===== config.mk =====
export PLATFORM = sky130hd
export DESIGN_NAME = lsu_initiator_flat
export DESIGN_NICKNAME = d
export VERILOG_FILES = /design/src/rtl/lsu_initiator_if.sv /design/src/rtl/lsu_initiator.sv /design/src/flat_wrapper.sv
export SDC_FILE = /design/constraint.sdc
export NUM_CORES = 1
export LEC_CHECK = 0
export ABC_AREA = 1
export BUFFER_PORTS_ARGS = -buffer_cell sky130_fd_sc_hd__buf_2
export CAP_MARGIN = 10
export CORE_MARGIN = 5
export CORE_UTILIZATION = 51
export DETAILED_ROUTE_END_ITERATION = 7
export PLACE_DENSITY = 0.79
export SLEW_MARGIN = 30
export SYNTH_ARGS = -nofsm -noshare
export SYNTH_HDL_FRONTEND = slang
export SYNTH_SLANG_ARGS = --single-unit

===== constraint.sdc =====
create_clock -name clk -period 2.1 [get_ports clk]
set_clock_uncertainty 0.15 [all_clocks]
set_input_delay 0.315 -clock clk [delete_from_list [all_inputs] [get_ports clk]]
set_output_delay 0.315 -clock clk [all_outputs]
set_load 0.005 [all_outputs]

===== src/rtl/lsu_initiator_if.sv =====
`timescale 1ns/1ps
// lsu_initiator_if: word-aligned request/acknowledge port between the initiator and the data RAM
interface lsu_initiator_if #(parameter int ADDR_W = 32);
  logic req;
  logic we;
  logic [ADDR_W-1:0] addr;
  logic [3:0] be;
  logic [31:0] wdata;
  logic [31:0] rdata;
  logic ack;
  modport master(output req, we, addr, be, wdata, input rdata, ack);
  modport slave(input req, we, addr, be, wdata, output rdata, ack);
endinterface


===== src/rtl/lsu_initiator.sv =====
`timescale 1ns/1ps
// lsu_initiator: splits one load/store into one or two word-aligned beats and extends load results
module lsu_initiator #(
  parameter int TIMEOUT = 16,
  parameter int ADDR_W = 32,
  parameter logic [4:0] LTYPE = 5'd1,
  parameter logic [4:0] STYPE = 5'd2
) (
  input  logic clk,
  input  logic reset,
  input  logic start_i,
  input  logic [4:0] itype_i,
  input  logic [2:0] funct3_i,
  input  logic [ADDR_W-1:0] addr_i,
  input  logic [31:0] wdata_i,
  lsu_initiator_if.master mem,
  output logic [31:0] load_data_o,
  output logic done_o,
  output logic busy_o,
  output logic fault_o
);
  typedef enum logic [1:0] {IDLE, BEAT0, BEAT1, FIN} state_t;
  state_t state_q, state_d;
  logic [ADDR_W-1:0] addr_q, addr_d;
  logic [3:0] be_q, be_d, be1_q, be1_d;
  logic [31:0] wd_q, wd_d, wd1_q, wd1_d, rbuf0_q, rbuf0_d, load_q, load_d;
  logic [31:0] cnt_q, cnt_d;
  logic [1:0] off_q, off_d;
  logic [2:0] f3_q, f3_d;
  logic we_q, we_d, split_q, split_d, fault_q, fault_d;
  logic is_ld, is_st, legal, tmo;
  logic [3:0] szm;
  logic [7:0] mask;
  logic [63:0] sdata, word2;
  logic [31:0] raw, ext;
  assign is_ld = itype_i == LTYPE;
  assign is_st = itype_i == STYPE;
  assign legal = is_ld ? !(funct3_i[1:0] == 2'd3 || funct3_i[2:1] == 2'b11) : is_st && funct3_i < 3'd3;
  assign szm = funct3_i[1] ? 4'hF : funct3_i[0] ? 4'h3 : 4'h1;
  assign mask = {4'b0, szm} << addr_i[1:0];
  assign sdata = {32'b0, wdata_i} << {addr_i[1:0], 3'b000};
  // the beat being acknowledged supplies its word directly, so the result is ready on the FIN entry edge
  assign word2 = {state_q == BEAT1 ? mem.rdata : 32'b0, state_q == BEAT0 ? mem.rdata : rbuf0_q};
  assign raw = 32'(word2 >> {off_q, 3'b000});
  assign ext = f3_q[1] ? raw :
               f3_q[0] ? {{16{~f3_q[2] & raw[15]}}, raw[15:0]} :
                         {{24{~f3_q[2] & raw[7]}}, raw[7:0]};
  assign tmo = (TIMEOUT != 0) && (cnt_q + 32'd1 == 32'(TIMEOUT));
  assign mem.req = state_q == BEAT0 || state_q == BEAT1;
  assign mem.we = we_q;
  assign mem.addr = addr_q;
  assign mem.be = be_q;
  assign mem.wdata = wd_q;
  assign load_data_o = load_q;
  assign done_o = state_q == FIN;
  assign busy_o = state_q != IDLE;
  assign fault_o = state_q == FIN && fault_q;
  // next-state: latch the request, step through beats, abort on timeout
  always_comb begin
    state_d = state_q;
    addr_d = addr_q;
    be_d = be_q;
    be1_d = be1_q;
    wd_d = wd_q;
    wd1_d = wd1_q;
    rbuf0_d = rbuf0_q;
    load_d = load_q;
    cnt_d = cnt_q;
    off_d = off_q;
    f3_d = f3_q;
    we_d = we_q;
    split_d = split_q;
    fault_d = fault_q;
    if (state_q == IDLE && start_i) begin
      fault_d = !legal;
      cnt_d = '0;
      state_d = legal ? BEAT0 : FIN;
      if (legal) begin
        f3_d = funct3_i;
        off_d = addr_i[1:0];
        we_d = is_st;
        addr_d = {addr_i[ADDR_W-1:2], 2'b00};
        be_d = mask[3:0];
        be1_d = mask[7:4];
        wd_d = is_st ? sdata[31:0] : 32'b0;
        wd1_d = is_st ? sdata[63:32] : 32'b0;
        split_d = |mask[7:4];
      end
    end else if (state_q == BEAT0 || state_q == BEAT1) begin
      if (mem.ack) begin
        cnt_d = '0;
        rbuf0_d = state_q == BEAT0 ? mem.rdata : rbuf0_q;
        if (state_q == BEAT0 && split_q) begin
          state_d = BEAT1;
          addr_d = addr_q + ADDR_W'(4);
          be_d = be1_q;
          wd_d = wd1_q;
        end else begin
          state_d = FIN;
          load_d = we_q ? load_q : ext;
        end
      end else if (tmo) begin
        state_d = FIN;
        fault_d = 1'b1;
        cnt_d = '0;
      end else
        cnt_d = cnt_q + 32'd1;
    end else if (state_q == FIN)
      state_d = IDLE;
  end
  // state and datapath registers with synchronous active-low reset
  always_ff @(posedge clk)
    if (!reset) begin
      state_q <= IDLE;
      addr_q <= '0;
      be_q <= '0;
      be1_q <= '0;
      wd_q <= '0;
      wd1_q <= '0;
      rbuf0_q <= '0;
      load_q <= '0;
      cnt_q <= '0;
      off_q <= '0;
      f3_q <= '0;
      we_q <= 1'b0;
      split_q <= 1'b0;
      fault_q <= 1'b0;
    end else begin
      state_q <= state_d;
      addr_q <= addr_d;
      be_q <= be_d;
      be1_q <= be1_d;
      wd_q <= wd_d;
      wd1_q <= wd1_d;
      rbuf0_q <= rbuf0_d;
      load_q <= load_d;
      cnt_q <= cnt_d;
      off_q <= off_d;
      f3_q <= f3_d;
      we_q <= we_d;
      split_q <= split_d;
      fault_q <= fault_d;
    end
endmodule


===== src/flat_wrapper.sv =====
// flat-port wrapper written by rule: the top's interface ports become plain ports
module lsu_initiator_flat 
#(
  parameter int TIMEOUT = 16,
  parameter int ADDR_W = 32,
  parameter logic [4:0] LTYPE = 5'd1,
  parameter logic [4:0] STYPE = 5'd2
)
  (clk, reset, start_i, itype_i, funct3_i, addr_i, wdata_i, load_data_o, done_o, busy_o, fault_o, mem_req, mem_we, mem_addr, mem_be, mem_wdata, mem_rdata, mem_ack);
  lsu_initiator_if #(.ADDR_W(ADDR_W)) mem_i ();
  input  logic clk;
  input  logic reset;
  input  logic start_i;
  input  logic [4:0] itype_i;
  input  logic [2:0] funct3_i;
  input  logic [ADDR_W-1:0] addr_i;
  input  logic [31:0] wdata_i;
  output logic [31:0] load_data_o;
  output logic done_o;
  output logic busy_o;
  output logic fault_o;
  output wire logic [$bits(mem_i.req)-1:0] mem_req;
  output wire logic [$bits(mem_i.we)-1:0] mem_we;
  output wire logic [$bits(mem_i.addr)-1:0] mem_addr;
  output wire logic [$bits(mem_i.be)-1:0] mem_be;
  output wire logic [$bits(mem_i.wdata)-1:0] mem_wdata;
  input wire logic [$bits(mem_i.rdata)-1:0] mem_rdata;
  input wire logic [$bits(mem_i.ack)-1:0] mem_ack;
  assign mem_req = mem_i.req;
  assign mem_we = mem_i.we;
  assign mem_addr = mem_i.addr;
  assign mem_be = mem_i.be;
  assign mem_wdata = mem_i.wdata;
  assign mem_i.rdata = mem_rdata;
  assign mem_i.ack = mem_ack;
  lsu_initiator #(.TIMEOUT(TIMEOUT), .ADDR_W(ADDR_W), .LTYPE(LTYPE), .STYPE(STYPE)) u_core (.clk(clk), .reset(reset), .start_i(start_i), .itype_i(itype_i), .funct3_i(funct3_i), .addr_i(addr_i), .wdata_i(wdata_i), .mem(mem_i), .load_data_o(load_data_o), .done_o(done_o), .busy_o(busy_o), .fault_o(fault_o));
endmodule

==> impl_results.md, run 1 <==
* Final ANT Viol Nets at 0
* Peak VDD IR at 722 uV
* Yosys top cell by area: dfxtp_1
* Kind of end point of the critical path: flip-flop
* Ports at 213
* Pwr dens at 894 nW/um^2
* Final Power at 14.8 mW
* HP Class: input port to flip-flop
* HPWL Detailed at 26700 um
* RSZ-0062 raised after global routing: yes
* Max Slew Vio Count at 0
* Yosys top cell area share at 35.8%
* Global Route Usage Sum at 30.9%
* Root Driver: clkbuf_16
* Post-synth cell types at 51
* Initial Util at 51.3%
* Hold_ws at 0.00540 ns
* H-tree depth at 4
* Status: finished with violations
* Core ar. at 21700 sq um
* Fillers at 1498
* Worst-margin pin slew at 0.716 ns
* Buf/Inv on CP at 3
* Slew headroom at 52.1%
* Synth area leaders: dfxtp_1 (36%), nand2_1 (14%), o21ai_0 (9.5%)
* Post-synthesis sequential area ratio at 35.8%
* Worst slack, placed at -0.368 ns
* Clk_lat worst skew at 0.45 ns
* Max_cap viols at 0
* Final hold vios at 0
* Crit path largest cell delay at 0.40 ns
* Die Span X at 158 um
* Residual DRC at 11
* DR WL/cell at 19.2 um
* Crit path kind: flip-flop to flip-flop
* Crit path required time at 2.27 ns
* GP Congestion at 0.974
* Critical path's most frequent cell: nand2_1
* Fmax at 407 MHz
* CTS tree: yes
* Most used DFF post-synth: dfxtp_1
* Layout Area Growth over Synthesis at 48.9%
* FF+latch count, synth at 199
* Die Y at 158 um
* Post-synth ARST share at 0%
* Failing checks: DRC, setup timing
* GRT overflow at 0
* Layout cell share with drive strength beyond 1 at 37.5%
* CTS Buf Count at 17
* Routed WL at 45600 um
* Via count at 14200
* Critical Path Source Type: flip-flop
* Vias per cell at 6.01
* WP data arrival at 2.63 ns
* Initial antenna violation count at 1
* Leak Pwr at 7.11 nW
* First-pass GRT wire length at 63100 um
* Rows at 54
* Number of flops mapped to enable cells by yosys at 0
* CTS sink count at 199
* Min cycle time layout at 2.46 ns
* Maximum fanout along the worst path at 13
* 1st-iter DRT viols at 1723
* CTS Buffer Depth at 2
* Fin crit share at 117%
* Critical-path top delay cell: dfxtp_1
* Crit path max-delay family: simple AND/OR/NAND/NOR gates
* Crit-path cells: nand2_1 -> buf_4 -> inv_1 -> nand2_1 -> nor2_4 -> nand2_1 -> nand2_1 -> nand2_1 -> nor2_1 -> nand2_1 -> nor2_2 -> nand3_4 -> nand2_8 -> inv_8 -> nand2_1 -> a21oi_1
* Nets at 2191
* Synthesized cell area at 11100 sq um
* # setup viols final at 91
* Syn_area_per_cell at 6.61 sq um
* Post-Syn Instances at 1684
* Final WS setup at -0.359 ns
* Vias in the first global route at 12400
* Drt pass-1 iters at 8
* I/O Buffers at 210
* Total die area at 24900 sq um
* Largest net degree at the start of global routing at 134
* Yosys Warn Count at 0
* Clock slew at reported path FFs at 0.08 ns
==> synthesized netlist by cell type (all sizes together) (2+ instances only) <==
library cell / instances
nand2: 423
o21ai: 211
dfxtp: 199
nor2: 155
a21oi: 153
inv: 129
clkbuf: 96
nand3: 92
a31oi: 32
o31ai: 19
o211ai: 16
buf: 15
a211oi: 14
a32oi: 13
nand3b: 13
o221ai: 13
mux2i: 12
nor3: 10
or2: 9
xor2: 9
o22ai: 7
ha: 6
xnor2: 6
nand4: 5
o21bai: 5
a311oi: 3
o21a: 3
a22oi: 2
nor4: 2
o32ai: 2
o41ai: 2
or3: 2
==> power breakdown <==
group / internal, mW / total, mW / switching (mW)
sequential: 4.26 / 4.59 / 0.334
combinational: 3.02 / 6.96 / 3.95
clock: 1.56 / 3.26 / 1.69
total: 8.84 / 14.8 / 5.97
==> through the flow <==
stage	cells	TNS, ns	util [%]	area (sq um)
floorplan	1685	-0.157	-	11200
global placement	2251	-24.57	63.3	13700
detailed placement	2251	-34.54	63.3	13700
CTS	2324	-6.01	69.3	15000
global route	2369	-25.08	76.4	16600
finish	2370	-14.74	76.4	16600
==> layout make-up <==
type / count / area (sq um) / share of cell area [%]
sequential: 199 / 4030 / 24.3
clock inverter: 12 / 113 / 0.679
tap: 280 / 350 / 2.11
timing repair inverter: 3 / 26.3 / 0.159
multi-input combinational: 1246 / 7370 / 44.5
antenna: 1 / 2.50 / 0.0151
clock buffer: 19 / 433 / 2.61
timing repair buffer: 480 / 3720 / 22.4
inverter: 130 / 532 / 3.21
==> worst paths after layout <==
kind / startpoint / endpoint / slack [ns] / cells after the start
worst min register to register: u_core.rbuf0_q[16] / u_core.rbuf0_q[16] / 0.31 / 2
worst min-delay path: addr_i[24] / u_core.mem.addr[24] / 0.005 / 3
worst max register to register: u_core.cnt_q[4] / u_core.cnt_q[13] / -0.36 / 16
worst max-delay path: u_core.cnt_q[4] / u_core.cnt_q[13] / -0.36 / 16
==> repair_timing <==
| action | in CTS | in global routing |
|---|---|---|
| cloned | 8 | 12 |
| setup endpoints to repair | 169 | 156 |
| pin swaps | 23 | 94 |
| endpoints found under the hold margin | 6 | 0 |
| buffers inserted | 28 | 46 |
| hold buffers | 6 | 0 |
| gates resized for setup | 97 | 342 |
==> logic make-up (layout without fill, tap and decap cells) <==
family / Yosys count / count (layout) / synth area share [%]
buffers and inverters: 241 / 644 / 8.50
AO/OA/AOI/OAI: 499 / 499 / 25.8
XOR/XNOR: 15 / 15 / 1.18
adder cells (fa/ha/maj): 6 / 6 / 0.674
AND/OR/NAND/NOR: 711 / 712 / 27.0
other: 1 / 3 / 0.0337
flip-flops: 199 / 199 / 35.8
multiplexers: 12 / 12 / 1.08
==> worst reg2reg max path, stage by stage (launching register included) <==
cell and delay (ns):
dfxtp_1 0.40, nand2_1 0.13, buf_4 0.16, inv_1 0.04, nand2_1 0.09, nor2_4 0.17
nand2_1 0.09, nand2_1 0.10, nand2_1 0.08, nor2_1 0.13, nand2_1 0.10, nor2_2 0.18
nand3_4 0.14, nand2_8 0.15, inv_8 0.10, nand2_1 0.07, a21oi_1 0.05
==> layout by cell type, fill, tap and decap left out, types with 46 or more instances in the layout <==
cell and n:
o21ai_2 46, o21ai_0 105, a21oi_1 133, buf_2 209, nand3_1 75, dfxtp_1 175
buf_4 205, nor2_1 112, nand2_1 369, inv_1 114, o21ai_1 55
==> state kept, by name (all words and copies together), names as in the netlist, 3 cells and up <==
register / cells
u_core.be1_q: 3
u_core.load_data_o: 32
u_core.mem.addr: 30
u_core.mem.be: 4
u_core.f3_q: 3
u_core.cnt_q: 32
u_core.mem.wdata: 32
u_core.wd1_q: 24
u_core.rbuf0_q: 32
==> layer usage <==
layer	up-vias	routed length, um	global-route usage, %
li1	6484	-	-
met1	6658	17600	41.1
met2	908	21500	50.6
met3	190	4630	5.90
met4	0	1880	10.5
met5	-	0	0
(Power assumes the default switching activity.)
==> run 2: changes to the inputs <==
--- a/config.mk
+++ b/config.mk
@@ -10,8 +10,11 @@
 export CAP_MARGIN = 10
 export CORE_MARGIN = 5
 export CORE_UTILIZATION = 51
+export CTS_BUF_LIST = sky130_fd_sc_hd__clkbuf_16
 export DETAILED_ROUTE_END_ITERATION = 7
+export GPL_ROUTABILITY_DRIVEN = 0
 export PLACE_DENSITY = 0.79
+export SKIP_LAST_GASP = 1
 export SLEW_MARGIN = 30
 export SYNTH_ARGS = -nofsm -noshare
 export SYNTH_HDL_FRONTEND = slang
==> impl_results.md, run 2 (synthesis gave the netlist of run 1 again) <==
* Failing checks: setup timing
* Reg-to-reg critical path endpoint: u_core.cnt_q[21]
* P_sw at 5.60 mW (-6.3%)
* Worst hold start: addr_i[23]
* Reg2reg start: u_core.cnt_q[13]
* Die Y at 158 um (unchanged)
* Nets at 2172 (-0.87%)
* Leak Pwr at 6.99 nW (-1.8%)
* Final WS setup at -0.309 ns (+0.0503 ns)
* CTS Buffer Depth at 2 (unchanged)
* Largest net degree at the start of global routing at 61 (-54%)
* Residual DRC at 0 (-11)
* DR WL/cell at 18.4 um (-4.3%)
* Max_cap viols at 0 (unchanged)
* Worst-margin pin slew at 0.686 ns (-0.0303 ns)
* Crit path kind: flip-flop to flip-flop
* Layout Area Growth over Synthesis at 45.2%
* Hold depth at 3 (unchanged)
* Switch share at 39.6% (-0.66 points)
* Layout cell share with drive strength beyond 1 at 35.0% (-2.6 points)
* Commonest non-fill, non-tap cell in the layout: nand2_1
* Fin crit share at 115% (-2.4 points)
* Layout Cells excl Fill at 2351 (-0.80%)
* CTS tree: yes
* Worst R2R Setup Slack at -0.31 ns (+0.05 ns)
* Core ar. at 21700 sq um (unchanged)
* WP data arrival at 2.57 ns (-0.06 ns)
* CTS Buf Count at 17 (unchanged)
* Vias in the first global route at 12300 (-0.72%)
* I/O Buffers at 210 (unchanged)
* Vias per cell at 5.97 (-0.63%)
* CTS sink count at 199 (unchanged)
* Ports at 213 (unchanged)
* Fmax at 415 MHz (+2.1%)
* Clk_lat worst skew at 0.45 ns (about the same)
* Total die area at 24900 sq um (unchanged)
* Global Route Usage Sum at 29.7% (-1.2 points)
* Drt pass-1 iters at 6 (-2)
* Die Span X at 158 um (unchanged)
* Placed insts at 2239 (-0.53%)
* R2R depth at 14 (-2)
* Design area at 16200 sq um (-2.4%)
* Seq pwr share at 32.5% (+1.5 points)
* Peak VDD IR at 780 uV (+8.0%)
* Initial antenna violation count at 1 (unchanged)
* Crit path required time at 2.27 ns (about the same)
* Min cycle time layout at 2.41 ns (-0.0503 ns)
* Routed WL at 43300 um (-5.0%)
* Most frequent cells in the layout: nand2_1 (381), buf_2 (209), buf_4 (185), dfxtp_1 (173), o21ai_0 (139)
* Setup_tns at -9.34 ns (+5.40 ns)
* GRT overflow at 0 (unchanged)
* RSZ-0062 raised after global routing: yes
* Slew headroom at 54.1% (+2.0 points)
* Clock share of power at 25.4% (+3.4 points)
* Final ANT Viol Nets at 0 (unchanged)
* # setup viols final at 62 (-32%)
* HPWL Detailed at 26400 um (-1.4%)
* 1st-iter DRT viols at 1626 (-5.6%)
* Clock slew at reported path FFs at 0.08 ns (about the same)
* First-pass GRT wire length at 60700 um (-3.8%)
* Max Slew Vio Count at 0 (unchanged)
* Dpl cell area at 13600 sq um (-0.57%)
* Kind of end point of the critical path: flip-flop
* Pwr dens at 873 nW/um^2 (-2.3%)
* Initial Util at 51.3% (unchanged)
* Antenna diode count at 0 (-1)
* Rows at 54 (unchanged)
* Status: finished with violations
* Via count at 14000 (-1.4%)
* WHS Endpoint: u_core.mem.addr[23]
* HP Class: input port to flip-flop
* Critical Path Source Type: flip-flop
* Logic gate share of total power at 42.2% (-4.8 points)
* Power Internal at 8.52 mW (-3.6%)
* Maximum fanout along the worst path at 13 (unchanged)
* Root Driver: clkbuf_16
* H-tree depth at 4 (unchanged)
* Final hold vios at 0 (unchanged)
## run 2: cell types whose count changed in the layout (fill, tap and decap cells not counted), sizes merged
cell         previous run  this run
buf                   463       438
bufinv                  0         1
clkinv                  6         1
clkinvlp                3         4
diode                   1         0
dlygate4sd3             6        10
inv                   136       142
## run 2: timing repair
action                                  4_1_cts  5_1_grt
buffers inserted                             20       30
cloned                                        3       19
gates resized for setup                      82      250
hold endpoints to repair                     10        0
pin swaps                                    39       65
hold buffers                                 10        0
endpoints found under the setup margin      164      165
## run 2: cell type report
cell class / instances / area, sq um
clock buffers: 17 / 425
clock inverters: 15 / 208
fillers: 1497 / 5520
inverters: 130 / 526
multi-input cells: 1246 / 7060
flip-flops and latches: 199 / 4030
well taps: 280 / 350
repair buffers: 461 / 3540
repair inverters: 3 / 26.3
## run 2: worst max-delay path by stage
stage | end | cells after the start | slack (ns) | startpoint
detailed placement | u_core.load_data_o[27] | 13 | -0.27 | u_core.state_q[0]
finish | u_core.cnt_q[21] | 14 | -0.31 | u_core.cnt_q[13]
CTS | u_core.cnt_q[26] | 16 | -0.21 | u_core.cnt_q[0]
global placement | u_core.load_data_o[24] | 13 | -0.23 | u_core.state_q[0]
global route | u_core.cnt_q[21] | 14 | -0.43 | u_core.cnt_q[13]
floorplan | u_core.cnt_q[9] | 17 | -0.01 | u_core.cnt_q[1]
## run 2: per-layer routing
metal  part of all wire [%]  wire [um]  global-route usage [%]  vias up
li1                       -          -                       -     6455
met3                     11       4730                    6.34      225
met1                     38      16300                    38.7     6387
met2                     47      20300                    48.6      968
met5                  0.039         17                       0        -
met4                    4.6       2010                    11.1        2
## run 2: worst max-delay path: stages (launching register included)
cell and delay, ns:
dfxtp_1 0.39, nand2_1 0.11, nor2_2 0.17, nand2_1 0.12, nor2_4 0.16, buf_4 0.14, nand2_1 0.05, nand2_1 0.10
nand4_1 0.19, nor2_4 0.17, nand3_4 0.13, nand2_8 0.14, inv_8 0.09, nand2_1 0.08, a21oi_1 0.07
## run 2: metrics by stage
step           power (mW)  hold slack (ns)  util, %  setup WS [ns]
6_report             14.1          0.00141     74.6         -0.309
2_1_floorplan        7.07            0.274        -        -0.0114
3_3_place_gp         8.83            0.282     62.9         -0.229
3_5_place_dp         8.96            0.292     62.9         -0.274
5_1_grt              14.7           0.0171     74.6         -0.426
4_1_cts              12.9          0.00295     68.2         -0.211
## run 2: power by group through the flow
stage	clock network (mW)	registers, mW	logic [mW]
2_1_floorplan	0	4.56	2.51
3_3_place_gp	0	4.58	4.25
3_5_place_dp	0	4.60	4.36
4_1_cts	3.59	4.53	4.76
5_1_grt	3.73	4.61	6.36
6_report	3.58	4.58	5.95
==> run 3: changes to the inputs <==
--- a/config.mk
+++ b/config.mk
@@ -13,7 +13,7 @@
 export CTS_BUF_LIST = sky130_fd_sc_hd__clkbuf_16
 export DETAILED_ROUTE_END_ITERATION = 7
 export GPL_ROUTABILITY_DRIVEN = 0
-export PLACE_DENSITY = 0.79
+export PLACE_DENSITY_LB_ADDON = 0.25
 export SKIP_LAST_GASP = 1
 export SLEW_MARGIN = 30
 export SYNTH_ARGS = -nofsm -noshare
==> impl_results.md, run 3 (synthesis gave the netlist of run 1 again) <==
* Status: finished with violations
* Failing checks: setup timing
* H-tree depth at 4 (unchanged)
* CTS tree: yes
* Crit path max-delay family: simple AND/OR/NAND/NOR gates
* Final Power at 13.8 mW (-2.6%)
* Nets at 2167 (-0.23%)
* Worst-margin pin slew at 0.674 ns (-0.0119 ns)
* HPWL Detailed at 26500 um (+0.53%)
* Total die area at 24900 sq um (unchanged)
* Layout cell share with drive strength beyond 1 at 36.1% (+1.1 points)
* Maximum fanout along the worst path at 5 (-8)
* First-pass GRT wire length at 60900 um (+0.31%)
* Routed WL at 43200 um (-0.31%)
* Crit path kind: flip-flop to flip-flop
* Peak VDD IR at 628 uV (-20%)
* Global Route Usage Sum at 30.0% (+0.25 points)
* Hold_ws at 0.00693 ns (+0.00552 ns)
* Fmax at 414 MHz (-0.29%)
* GRT overflow at 0 (unchanged)
* Levels on crit path at 17 (+3)
* Leak Pwr at 7.04 nW (+0.73%)
* Design area at 16300 sq um (+0.85%)
* DR WL/cell at 18.4 um (-0.14%)
* CTS Buffer Depth at 2 (unchanged)
* Min cycle time layout at 2.42 ns (+0.00699 ns)
* Layout Cells excl Fill at 2347 (-0.17%)
* Crit-path cells: ha_4 -> nand2_4 -> nor2_4 -> nand2_4 -> nor2_4 -> nand2_1 -> nand2_1 -> nand2_1 -> nor2_1 -> nand2_1 -> nor2_4 -> nand3_4 -> buf_6 -> nand3_2 -> nand2_1 -> nand3_1 -> nand2_1
* Initial antenna violation count at 3 (+2)
* Area occupied by multi-input gates at 7230 sq um (+2.4%)
* Max_cap viols at 0 (unchanged)
* Die Span X at 158 um (unchanged)
* I/O Buffers at 210 (unchanged)
* Setup_tns at -11.94 ns (-2.60 ns)
* Initial Util at 51.3% (unchanged)
* HP Class: input port to flip-flop
* Vias per cell at 5.90 (-1.1%)
* Clk_lat worst skew at 0.44 ns (about the same)
* Fillers at 1568 (+4.7%)
* Register area at 4030 sq um (about the same)
* Worst slack, placed at -0.350 ns (-0.0759 ns)
* Largest net degree at the start of global routing at 65 (+6.6%)
* Kind of end point of the critical path: flip-flop
* Max Slew Vio Count at 0 (unchanged)
* Final hold vios at 0 (unchanged)
* Most frequent cells in the layout: nand2_1 (380), buf_2 (209), buf_4 (188), dfxtp_1 (172), o21ai_0 (136)
* Rows at 54 (unchanged)
* Final Core Density at 75.2% (+0.63 points)
* Critical-path top delay cell: dfxtp_2
* R2R depth at 17 (+3)
* Root Driver: clkbuf_16
* Residual DRC at 0 (unchanged)
* Vias in the first global route at 12000 (-2.6%)
* Placed insts at 2226 (-0.58%)
* Final WS setup at -0.316 ns (-0.00699 ns)
* Layout Area Growth over Synthesis at 46.5%
* Core ar. at 21700 sq um (unchanged)
* CTS Buf Count at 17 (unchanged)
* Final ANT Viol Nets at 0 (unchanged)
* Hold depth at 3 (unchanged)
* CTS sink count at 199 (unchanged)
* Critical path's most frequent cell: nand2_1
* Clock slew at reported path FFs at 0.09 ns (about the same)
* Crit path largest cell delay at 0.37 ns (-0.02 ns)
* Crit path required time at 2.28 ns (about the same)
* WP data arrival at 2.60 ns (+0.03 ns)
* # setup viols final at 107 (+73%)
* Commonest non-fill, non-tap cell in the layout: nand2_1
* Fin crit share at 115% (+0.33 points)
* Via count at 13900 (-1.3%)
* Buf/Inv on CP at 1 (-1)
* Slew headroom at 55.1% (+0.96 points)
* Drt pass-1 iters at 6 (unchanged)
* 1st-iter DRT viols at 1518 (-6.6%)
* Pwr dens at 843 nW/um^2 (-3.4%)
* Ports at 213 (unchanged)
* Die Y at 158 um (unchanged)
* RSZ-0062 raised after global routing: yes
* Dpl cell area at 13500 sq um (-0.90%)
* Critical Path Source Type: flip-flop
run 3: changes by cell type in the layout (fill, tap and decap cells not counted), sizes merged:
cell	before	now
diode	0	1
buf	438	437
clkinv	1	9
inv	142	138
clkbuf	30	29
nand2	424	423
dlygate4sd3	10	9
clkinvlp	4	0
bufinv	1	0
run 3: area by class of cell:
cell class                 instances  area share (%)
inverter                         130            3.27
tap                              280            2.15
timing repair buffer             458            21.5
antenna                            1          0.0153
clock inverter                    15            1.28
clock buffer                      17            2.61
timing repair inverter             2           0.107
multi-input combinational       1245            44.3
sequential                       199            24.7
run 3: report_power, final:
group          total [mW]  internal (mW)  switching, mW
clock network        3.50           1.66           1.83
registers            4.57           4.26          0.310
logic                5.69           2.36           3.33
total                13.8           8.28           5.48
run 3: repair_timing:
action / 4_1_cts / 5_1_grt
endpoints found under the setup margin: 161 / 162
resized for setup: 72 / 301
buffers inserted: 24 / 41
gates cloned: 3 / 18
hold endpoints to repair: 8 / 1
hold buffers: 8 / 1
pin swaps: 19 / 73
run 3: routing by layer:
metal  global-route usage (%)  wire (um)
met2                     48.0      20300
met3                     5.99       4430
met5                        0         21
met1                     40.7      16700
met4                     9.79       1730
run 3: path summary, 6_finish.rpt:
check / start / to / slack [ns]
worst max-delay path: u_core.cnt_q[0] / u_core.state_q[1] / -0.32
worst max register to register: u_core.cnt_q[0] / u_core.state_q[1] / -0.32
worst min register to register: u_core.rbuf0_q[13] / u_core.rbuf0_q[13] / 0.31
worst min-delay path: addr_i[18] / u_core.mem.addr[18] / 0.007
run 3: worst reg2reg max path: stages (launching register included):
cell	delay, ns
dfxtp_2	0.37
ha_4	0.16
nand2_4	0.05
nor2_4	0.19
nand2_4	0.11
nor2_4	0.16
nand2_1	0.06
nand2_1	0.06
nand2_1	0.06
nor2_1	0.13
nand2_1	0.11
nor2_4	0.12
nand3_4	0.12
buf_6	0.14
nand3_2	0.09
nand2_1	0.08
nand3_1	0.07
nand2_1	0.06
